===== src/rtl/pll_seq_pkg.sv =====
// Shared types and defaults for the PLL bring-up sequencer: state encoding,
// registered output bundle and counter sizing helper.
package pll_seq_pkg;

   localparam int DEF_RESET_CYCLES  = 16;
   localparam int DEF_LOCK_TIMEOUT  = 16000;
   localparam int DEF_STABLE_CYCLES = 1024;
   localparam int DEF_MAX_RETRIES   = 3;
   localparam int LOST_W            = 8;

   typedef enum logic [2:0] {
      S_RESET  = 3'd0,
      S_WAIT   = 3'd1,
      S_STABLE = 3'd2,
      S_RUN    = 3'd3,
      S_FAULT  = 3'd4
   } seq_state_t;

   typedef struct packed {
      logic pll_resetb;
      logic sys_reset_n;
      logic ready;
      logic fault;
   } seq_out_t;

   localparam seq_out_t OUTS_OFF = '{pll_resetb: 1'b0, sys_reset_n: 1'b0, ready: 1'b0, fault: 1'b0};

   // Bits needed to hold 0..n-1, never less than one
   function automatic int cnt_width(input int n);
      return (n <= 2) ? 1 : $clog2(n);
   endfunction

   // Output levels while resident in a given state
   function automatic seq_out_t state_outputs(input seq_state_t st);
      seq_out_t o;
      o = OUTS_OFF;
      case (st)
         S_WAIT, S_STABLE: o.pll_resetb = 1'b1;
         S_RUN: begin
            o.pll_resetb  = 1'b1;
            o.sys_reset_n = 1'b1;
            o.ready       = 1'b1;
         end
         S_FAULT: o.fault = 1'b1;
         default: o = OUTS_OFF;
      endcase
      return o;
   endfunction

endpackage


===== src/rtl/pll_sequencer_if.sv =====
// PLL-facing and system-facing signals of the sequencer; slave is the sequencer side.
interface pll_sequencer_if;
   import pll_seq_pkg::*;

   logic              pll_locked;
   logic              restart;
   logic              pll_resetb;
   logic              sys_reset_n;
   logic              ready;
   logic              fault;
   logic [LOST_W-1:0] lost_count;

   modport master (
      output pll_locked,
      output restart,
      input  pll_resetb,
      input  sys_reset_n,
      input  ready,
      input  fault,
      input  lost_count
   );

   modport slave (
      input  pll_locked,
      input  restart,
      output pll_resetb,
      output sys_reset_n,
      output ready,
      output fault,
      output lost_count
   );
endinterface


===== src/rtl/sync2.sv =====
// Two-flop synchronizer for a single asynchronous level, reset to 0.
module sync2 (
   input  logic clk,
   input  logic rst_n,
   input  logic d,
   output logic q
);
   logic meta_r;
   logic q_r;

   // Two-stage capture of the asynchronous input
   always_ff @(posedge clk or negedge rst_n) begin
      if (!rst_n) begin
         meta_r <= 1'b0;
         q_r    <= 1'b0;
      end else begin
         meta_r <= d;
         q_r    <= meta_r;
      end
   end

   assign q = q_r;
endmodule


===== src/rtl/pll_sequencer.sv =====
// PLL bring-up sequencer: pulses PLL reset, waits for a stable lock with bounded
// retries, then releases the PLL-domain reset and watches for lock loss.
module pll_sequencer
   import pll_seq_pkg::*;
#(
   parameter int RESET_CYCLES  = DEF_RESET_CYCLES,
   parameter int LOCK_TIMEOUT  = DEF_LOCK_TIMEOUT,
   parameter int STABLE_CYCLES = DEF_STABLE_CYCLES,
   parameter int MAX_RETRIES   = DEF_MAX_RETRIES
) (
   input logic            clock_in,
   input logic            reset_n,
   pll_sequencer_if.slave bus
);
   localparam int RCW = cnt_width(RESET_CYCLES);
   localparam int TW  = cnt_width(LOCK_TIMEOUT);
   localparam int SW  = cnt_width(STABLE_CYCLES);
   // Retry counter must reach MAX_RETRIES itself, not MAX_RETRIES-1
   localparam int RW  = cnt_width(MAX_RETRIES + 1);

   localparam logic [RCW-1:0]    RESET_LAST  = RCW'(RESET_CYCLES - 1);
   localparam logic [RCW-1:0]    RESET_ONE   = RCW'(1);
   localparam logic [TW-1:0]     TIMER_LAST  = TW'(LOCK_TIMEOUT - 1);
   localparam logic [TW-1:0]     TIMER_ONE   = TW'(1);
   localparam logic [SW-1:0]     STABLE_LAST = SW'(STABLE_CYCLES - 1);
   localparam logic [SW-1:0]     STABLE_ONE  = SW'(1);
   localparam logic [RW-1:0]     RETRY_MAX   = RW'(MAX_RETRIES);
   localparam logic [RW-1:0]     RETRY_ONE   = RW'(1);
   localparam logic [LOST_W-1:0] LOST_MAX    = {LOST_W{1'b1}};
   localparam logic [LOST_W-1:0] LOST_ONE    = LOST_W'(1);

   logic              lock_s;
   seq_state_t        state_r;
   seq_out_t          outs_r;
   logic [RCW-1:0]    reset_cnt_r;
   logic [TW-1:0]     timer_r;
   logic [SW-1:0]     stable_cnt_r;
   logic [RW-1:0]     retry_cnt_r;
   logic [LOST_W-1:0] lost_count_r;

   sync2 u_lock_sync (
      .clk   (clock_in),
      .rst_n (reset_n),
      .d     (bus.pll_locked),
      .q     (lock_s)
   );

   // Sequencer FSM; outputs are registered alongside the state they belong to
   always_ff @(posedge clock_in or negedge reset_n) begin
      if (!reset_n) begin
         state_r      <= S_RESET;
         outs_r       <= OUTS_OFF;
         reset_cnt_r  <= '0;
         timer_r      <= '0;
         stable_cnt_r <= '0;
         retry_cnt_r  <= '0;
         lost_count_r <= '0;
      end else if (bus.restart) begin
         state_r      <= S_RESET;
         outs_r       <= state_outputs(S_RESET);
         reset_cnt_r  <= '0;
         timer_r      <= '0;
         stable_cnt_r <= '0;
         retry_cnt_r  <= '0;
      end else begin
         case (state_r)
            S_RESET: begin
               if (reset_cnt_r == RESET_LAST) begin
                  state_r     <= S_WAIT;
                  outs_r      <= state_outputs(S_WAIT);
                  reset_cnt_r <= '0;
                  timer_r     <= '0;
               end else begin
                  reset_cnt_r <= reset_cnt_r + RESET_ONE;
               end
            end
            S_WAIT, S_STABLE: begin
               // Timeout outranks the promotion to S_RUN in the same cycle
               if (timer_r == TIMER_LAST) begin
                  timer_r      <= '0;
                  stable_cnt_r <= '0;
                  if (retry_cnt_r < RETRY_MAX) begin
                     retry_cnt_r <= retry_cnt_r + RETRY_ONE;
                     state_r     <= S_RESET;
                     outs_r      <= state_outputs(S_RESET);
                  end else begin
                     state_r <= S_FAULT;
                     outs_r  <= state_outputs(S_FAULT);
                  end
               end else begin
                  timer_r <= timer_r + TIMER_ONE;
                  if (state_r == S_WAIT) begin
                     if (lock_s) begin
                        state_r      <= S_STABLE;
                        outs_r       <= state_outputs(S_STABLE);
                        stable_cnt_r <= '0;
                     end
                  end else if (!lock_s) begin
                     state_r      <= S_WAIT;
                     outs_r       <= state_outputs(S_WAIT);
                     stable_cnt_r <= '0;
                  end else if (stable_cnt_r == STABLE_LAST) begin
                     state_r      <= S_RUN;
                     outs_r       <= state_outputs(S_RUN);
                     stable_cnt_r <= '0;
                  end else begin
                     stable_cnt_r <= stable_cnt_r + STABLE_ONE;
                  end
               end
            end
            S_RUN: begin
               if (!lock_s) begin
                  state_r     <= S_RESET;
                  outs_r      <= state_outputs(S_RESET);
                  reset_cnt_r <= '0;
                  retry_cnt_r <= '0;
                  if (lost_count_r != LOST_MAX) begin
                     lost_count_r <= lost_count_r + LOST_ONE;
                  end
               end
            end
            S_FAULT: begin
               state_r <= S_FAULT;
               outs_r  <= state_outputs(S_FAULT);
            end
            default: begin
               state_r     <= S_RESET;
               outs_r      <= state_outputs(S_RESET);
               reset_cnt_r <= '0;
            end
         endcase
      end
   end

   assign bus.pll_resetb  = outs_r.pll_resetb;
   assign bus.sys_reset_n = outs_r.sys_reset_n;
   assign bus.ready       = outs_r.ready;
   assign bus.fault       = outs_r.fault;
   assign bus.lost_count  = lost_count_r;
endmodule


===== src/flat_wrapper.sv =====
// flat-port wrapper written by rule: the top's interface ports become plain ports
module pll_sequencer_flat import pll_seq_pkg::*;
#(
   parameter int RESET_CYCLES  = DEF_RESET_CYCLES,
   parameter int LOCK_TIMEOUT  = DEF_LOCK_TIMEOUT,
   parameter int STABLE_CYCLES = DEF_STABLE_CYCLES,
   parameter int MAX_RETRIES   = DEF_MAX_RETRIES
)
  (clock_in, reset_n, bus_pll_locked, bus_restart, bus_pll_resetb, bus_sys_reset_n, bus_ready, bus_fault, bus_lost_count);
  pll_sequencer_if bus_i ();
  input logic clock_in;
  input logic reset_n;
  input wire logic [$bits(bus_i.pll_locked)-1:0] bus_pll_locked;
  input wire logic [$bits(bus_i.restart)-1:0] bus_restart;
  output wire logic [$bits(bus_i.pll_resetb)-1:0] bus_pll_resetb;
  output wire logic [$bits(bus_i.sys_reset_n)-1:0] bus_sys_reset_n;
  output wire logic [$bits(bus_i.ready)-1:0] bus_ready;
  output wire logic [$bits(bus_i.fault)-1:0] bus_fault;
  output wire logic [$bits(bus_i.lost_count)-1:0] bus_lost_count;
  assign bus_i.pll_locked = bus_pll_locked;
  assign bus_i.restart = bus_restart;
  assign bus_pll_resetb = bus_i.pll_resetb;
  assign bus_sys_reset_n = bus_i.sys_reset_n;
  assign bus_ready = bus_i.ready;
  assign bus_fault = bus_i.fault;
  assign bus_lost_count = bus_i.lost_count;
  pll_sequencer #(.RESET_CYCLES(RESET_CYCLES), .LOCK_TIMEOUT(LOCK_TIMEOUT), .STABLE_CYCLES(STABLE_CYCLES), .MAX_RETRIES(MAX_RETRIES)) u_core (.clock_in(clock_in), .reset_n(reset_n), .bus(bus_i));
endmodule

===== config.mk =====
export PLATFORM = sky130hd
export DESIGN_NAME = pll_sequencer_flat
export DESIGN_NICKNAME = d
export VERILOG_FILES = /design/src/rtl/pll_seq_pkg.sv /design/src/rtl/pll_sequencer_if.sv /design/src/rtl/sync2.sv /design/src/rtl/pll_sequencer.sv /design/src/flat_wrapper.sv
export SDC_FILE = /design/constraint.sdc
export NUM_CORES = 1
export LEC_CHECK = 0
export ABC_AREA = 1
export BUFFER_PORTS_ARGS = -buffer_cell sky130_fd_sc_hd__buf_2
export CAP_MARGIN = 20
export CORE_ASPECT_RATIO = 1.75
export CORE_MARGIN = 3
export CORE_UTILIZATION = 32
export DETAILED_ROUTE_END_ITERATION = 16
export PLACE_DENSITY = 0.46
export SLEW_MARGIN = 10
export SYNTH_ARGS = -nofsm -noshare
export SYNTH_HDL_FRONTEND = slang
export SYNTH_SLANG_ARGS = --single-unit

===== constraint.sdc =====
create_clock -name clock_in -period 3.65 [get_ports clock_in]
set_input_delay 0.365 -clock clock_in [delete_from_list [all_inputs] [get_ports clock_in]]
set_output_delay 0.365 -clock clock_in [all_outputs]
set_load 0.05 [all_outputs]

After elaboration in Yosys (flattened, before gate mapping) --
Cells that the tools add are included.
Storage, ports and cells: word-level logic and storage cells 87, latch bits 0, memories kept 0, ROM bits 0, RAM bits 0, output and inout bits 12, register bits after elaboration 47, input port bits 4
Operators by class: multipliers 0, eq/ne operators 16, magnitude comparators 1, mux-type cells 39, bitwise gates (word level) 2, reductions and logical operators 12, shifts and indexed selects 0, divide/modulo/power cells 0, $add $sub $neg 5
Operator list (count):
- 2-to-1 mux 10 bit | 7
- 2-to-1 mux 14 bit | 3
- 2-to-1 mux 4 bit | 10
- case mux 14 bit (2 select lines) | 1
- 2-to-1 mux 3 bit | 9
- case mux 4 bit (4 select lines) | 1
- adder 14 x 1 -> 14 bit (second input constant) | 1
- == test 14 bit (second input constant) | 1
- case mux 3 bit (4 select lines) | 1
- case mux 4 bit (3 select lines) | 1
- AND reduction 4 bit | 3
- adder 10 x 1 -> 10 bit (second input constant) | 1
- == test 10 bit (second input constant) | 1
- inequality test 3 x 2 -> 1 bit (second input constant) | 3
- adder 8 x 1 -> 8 bit (second input constant) | 1
- 2-to-1 mux 2 bit | 4
- inequality test 8 bit (second input constant) | 1
- == test 3 x 2 -> 1 bit (second input constant) | 2
- inequality test 6 x 3 -> 1 bit (second input constant) | 1
- AND reduction 2 bit | 3
- nonzero test 3 bit | 2
- inequality test 5 x 4 -> 1 bit (second input constant) | 1
- adder 4 x 1 -> 4 bit (second input constant) | 1
- == test 4 bit (second input constant) | 1
- 14 further kinds | 15

Depth between registers and ports, before layout --
depth after elaboration 7, gate-level depth with buffers 12, depth with buffers taken out 12

By module --
From an unflattened synthesis, not the netlist that was laid out.
Unflattened totals: cells, all modules 386, area total of the unflattened synthesis 2829.0 um2
By module, submodules not included:
- pll_sequencer | sequential area each 1076.0 um2, area each 2778.9 um2, instances 1, cells each 384
- sync2 | sequential area each 50.0 um2, area each 50.0 um2, instances 1, cells each 2

Least setup slack after synthesis --
No wires, ideal clock.
path type register to register, start point register u_core.lost_count_r[1], in the netlist u_core.bus.lost_count[1], end point register u_core.lost_count_r[2], in the netlist u_core.bus.lost_count[2], clock period less this slack 1.778 ns, stages on the path, launching flop included 8, path slack 1.872 ns, data arrival time 1.633 ns, library setup time 0.145 ns, buffers on the path 0, data required time 3.505 ns, cell sequence dfrtp_1 > ha_1 > nand3_1 > nor2_1 > nand4_1 > nand2_1 > nor2_1 > xor2_1
On the way: word-level cells in the longest chain between the ends 2, elaborated cells on any way between the ends 3, classes of those cells 1 x add/sub; 1 x eq/ne; 1 x reduce/logical
Ends and longest elaborated chain:
- from (decl) | line pll_sequencer.sv:39 | logic [LOST_W-1:0] lost_count_r;
- from (signal assigned) | line pll_sequencer.sv:118 | lost_count_r <= lost_count_r + LOST_ONE;
- parallel branches: the longest is 2 deep, another holds adder 8 x 1 -> 8 bit
Parallel ways; which one is timed is not known. A chain may end at the register's enable or synchronous reset.

Worst setup path in the final report --
start point register u_core.timer_r[1], end point register u_core.stable_cnt_r[5]
On the way: word-level cells in the longest chain between the ends 4, elaborated cells on any way between the ends 6, classes of those cells 2 x eq/ne; 3 x mux; 1 x reduce/logical
Ends and longest elaborated chain:
- from (decl) | line pll_sequencer.sv:36 | logic [TW-1:0] timer_r;
- from (signal assigned) | line pll_sequencer.sv:91 | timer_r <= timer_r + TIMER_ONE;
- == test 14 bit (*) | line pll_sequencer.sv:79 | if (timer_r == TIMER_LAST) begin
- 2-to-1 mux 10 bit | line pll_sequencer.sv:79
- 2-to-1 mux 10 bit | line pll_sequencer.sv:66 | case (state_r)
- 2-to-1 mux 10 bit | line pll_sequencer.sv:58 | end else if (bus.restart) begin
- to (signal assigned) | line pll_sequencer.sv:107 | stable_cnt_r <= stable_cnt_r + STABLE_ONE;
- to (decl) | line pll_sequencer.sv:37 | logic [SW-1:0] stable_cnt_r;
Every way passes the cells marked *; elsewhere a longest branch is shown, timed or not. The select of a mux whose other input is x is not followed.

==> flow_summary.json <==
{
  "grt_antenna_before_repair": 0,
  "hpwl_um": 5453,
  "cts_buffers": 5,
  "nets": 410,
  "yosysTopAreaCellShare_pct": 40.72,
  "min_period_ps": 1766,
  "fin_util_pct": 37.16,
  "drt_iter0_drc": 92,
  "ys_top_cells_by_area": "dfrtp_1 41%, nand2_1 17%, inv_1 6.4%",
  "start_util_pct": 33.04,
  "final_layout_size_suffix_gt1_share_pct": 14.18,
  "place_congestion": 0.8031,
  "wire_per_inst_um": 13.48,
  "synth-xor-area-share_pct": 3.167,
  "syn-num-nets": 390,
  "holdCritPathClass": "input pin to asynchronous set/reset pin",
  "synthToLayoutAreaGrowth_pct": 12.44,
  "synth_compound_area_share_pct": 5.520,
  "viasPerCell": 4.627,
  "synth_top_family_by_area": "simple AND/OR/NAND/NOR gates",
  "worst_pin_slew_ps": 678.5,
  "leakagePower_nw": 1.637,
  "grt-ovfl-total": 0,
  "grt_max_degree": 29,
  "tns_ps": 0,
  "crit_fanout": 7,
  "rows": 44,
  "clk_pin_slew_ps": 60,
  "synthFlopType": "dfrtp_1",
  "grt_pass1_wl_um": 11560,
  "hold_buffers": 0,
  "finalClockSkew_ps": 5.349,
  "yosysMostFrequentCell": "nand2_1",
  "routed_wl_um": 6970,
  "fp.coreArea_um2": 8368,
  "start_kind": "register",
  "cts_resized": 0,
  "synthSimpleGateAreaFrac_pct": 39.59,
  "yosys_warnings": 0,
  "die_area_um2": 9837,
  "synth_area_leader_cell": "dfrtp_1",
  "finalHoldViolCount": 0,
  "finalCritPeriodShare_pct": 48.38,
  "num_vias": 2392,
  "setup_viol": 0,
  "die_h_um": 129.0,
  "synth_edf_count": 0,
  "cp_data_required_time_ps": 3880,
  "antenna_left": 0,
  "worstSetupEndpointType": "register",
  "cts_setup_buffers": 0,
  "r2r_setup_slack_ps": 1880,
  "cts_tree": "yes",
  "maxSlewViolCount": 0,
  "hold_slack_ps": 109.2,
  "route.detailed.drc": 0,
  "die_w_um": 76.27,
  "yosys-top-cells-count": "122 x nand2_1, 47 x inv_1, 45 x dfrtp_1",
  "mappedNetlistArea_um2": 2765,
  "grt_pass1_vias": 2470,
  "ys_async_sr_fraction_pct": 100.0,
  "fmaxAchievable_ghz": 0.5663,
  "synth.avg_cell_area_um2": 7.258,
  "diodes": 0,
  "synthCells": 381,
  "clock_latency_ps": 290,
  "drv_cap": 0,
  "synth-seq-cells": 45,
  "rsz0062_at_grt": "false",
  "status": "completed",
  "synthAdderAreaFrac_pct": 2.262,
  "grt_util_all_layers_pct": 15.29,
  "yosysSeqAreaShare_pct": 40.72,
  "synth.distinct_cells": 32,
  "ios": 16,
  "synthMuxAreaShare_pct": 0,
  "slew-limit-headroom_pct": 54.77,
  "cellPowerDensity_nw_per_um2": 584.1,
  "crit_arrival_ps": 2000,
  "stdcell_area_um2": 3109,
  "critPathKind": "register to register",
  "placedInstanceArea_um2": 2965,
  "htreeDepth": 2,
  "cts_sinks": 45,
  "port_buffers": 15,
  "clock_path_buffers": 2,
  "vdd_ir_drop_max_v": 0.0002770,
  "clockRootBuffer": "clkbuf_16",
  "drtPass1Iterations": 4
}
## metal layers
layer  vias up  part of all wire (%)  GRT usage [%]
met4         0                   3.6          8.751
met5         -                     0              0
li1       1229                     -              -
met2        30                    58          30.69
met1      1119                    36          14.28
met3        14                   1.7          2.521
## cell type report
type / count / area (um^2)
Sequential cell: 45 / 1126
Fill cell: 925 / 5259
Tap cell: 115 / 143.9
Multi-Input combinational cell: 277 / 1398
Clock inverter: 2 / 15.01
Timing Repair Buffer: 16 / 82.58
Clock buffer: 6 / 128.9
Inverter: 56 / 215.2
## power by group
group / switching [mW] / leakage [nW] / internal (mW)
combinational: 0.527 / 0.968 / 0.193
sequential: 0.0682 / 0.606 / 0.573
clock: 0.200 / 0.0631 / 0.254
total: 0.795 / 1.64 / 1.02
## critical path: stages, from the launching register on
cell     delay (ps)
dfrtp_1         390
ha_1            220
nand2_1          70
inv_1            60
nand2_4          90
nor2_8           50
nand2_4         110
nand2_2         100
nor2_1          360
nand2_1          90
nand2_1          70
nand2_1          40
inv_1            40
## stage by stage
step                power (mW)  worst slack, ps  instances
floorplan                1.194             1872        381
global placement         1.387             1847        509
detailed placement       1.384             1772        509
CTS                      1.851             1867        517
global route             1.956             1674        517
finish                   1.816             1884        517
## kinds of logic (layout without fill, tap and decap cells)
logic type                 after synthesis  count (layout)
and+or+nand+nor                        235             235
DFF                                     45              45
buffers and inverters                   59              80
adders and majority gates                5               5
AOI/OAI and AO/OA                       27              27
xor gates and xnor gates                10              10
## registers in the layout, indices dropped and copies added, names as in the netlist
| register | flops |
|---|---|
| u_core.stable_cnt_r | 10 |
| u_core.bus.pll_resetb | 1 |
| u_core.u_lock_sync.meta_r | 1 |
| u_core.u_lock_sync.q | 1 |
| u_core.bus.sys_reset_n | 1 |
| u_core.timer_r | 14 |
| u_core.reset_cnt_r | 4 |
| u_core.state_r | 3 |
| u_core.retry_cnt_r | 2 |
| u_core.bus.lost_count | 8 |
## cells in the final DEF (no fill, tap or decap), types with 3 or more instances in the layout
cell / synthesis / layout
nor2_1: 43 / 43
o21ai_0: 9 / 9
ha_1: 5 / 5
nand3_1: 32 / 32
xor2_1: 9 / 9
nand2_2: 5 / 5
nand2_4: 6 / 6
buf_2: 0 / 15
nand2_1: 122 / 122
a21oi_1: 11 / 11
clkbuf_16: 0 / 5
nor3_1: 5 / 5
inv_2: 7 / 7
nor2_2: 6 / 6
dfrtp_1: 45 / 45
nand3b_1: 5 / 5
inv_1: 47 / 47
nand4_1: 3 / 3
## path summary, 6_finish.rpt
kind                                           startpoint                   endpoint  depth (start not counted)
worst max register to register          u_core.timer_r[1]     u_core.stable_cnt_r[5]                         12
worst max-delay path                    u_core.timer_r[1]     u_core.stable_cnt_r[5]                         12
min in group clock_in                      bus_pll_locked  u_core.u_lock_sync.meta_r                          1
max in group asynchronous                         reset_n   u_core.bus.lost_count[3]                          2
worst min register to register  u_core.u_lock_sync.meta_r       u_core.u_lock_sync.q                          0
worst min-delay path                              reset_n          u_core.timer_r[3]                          1
No activity file was read; power rests on OpenSTA's default activity.
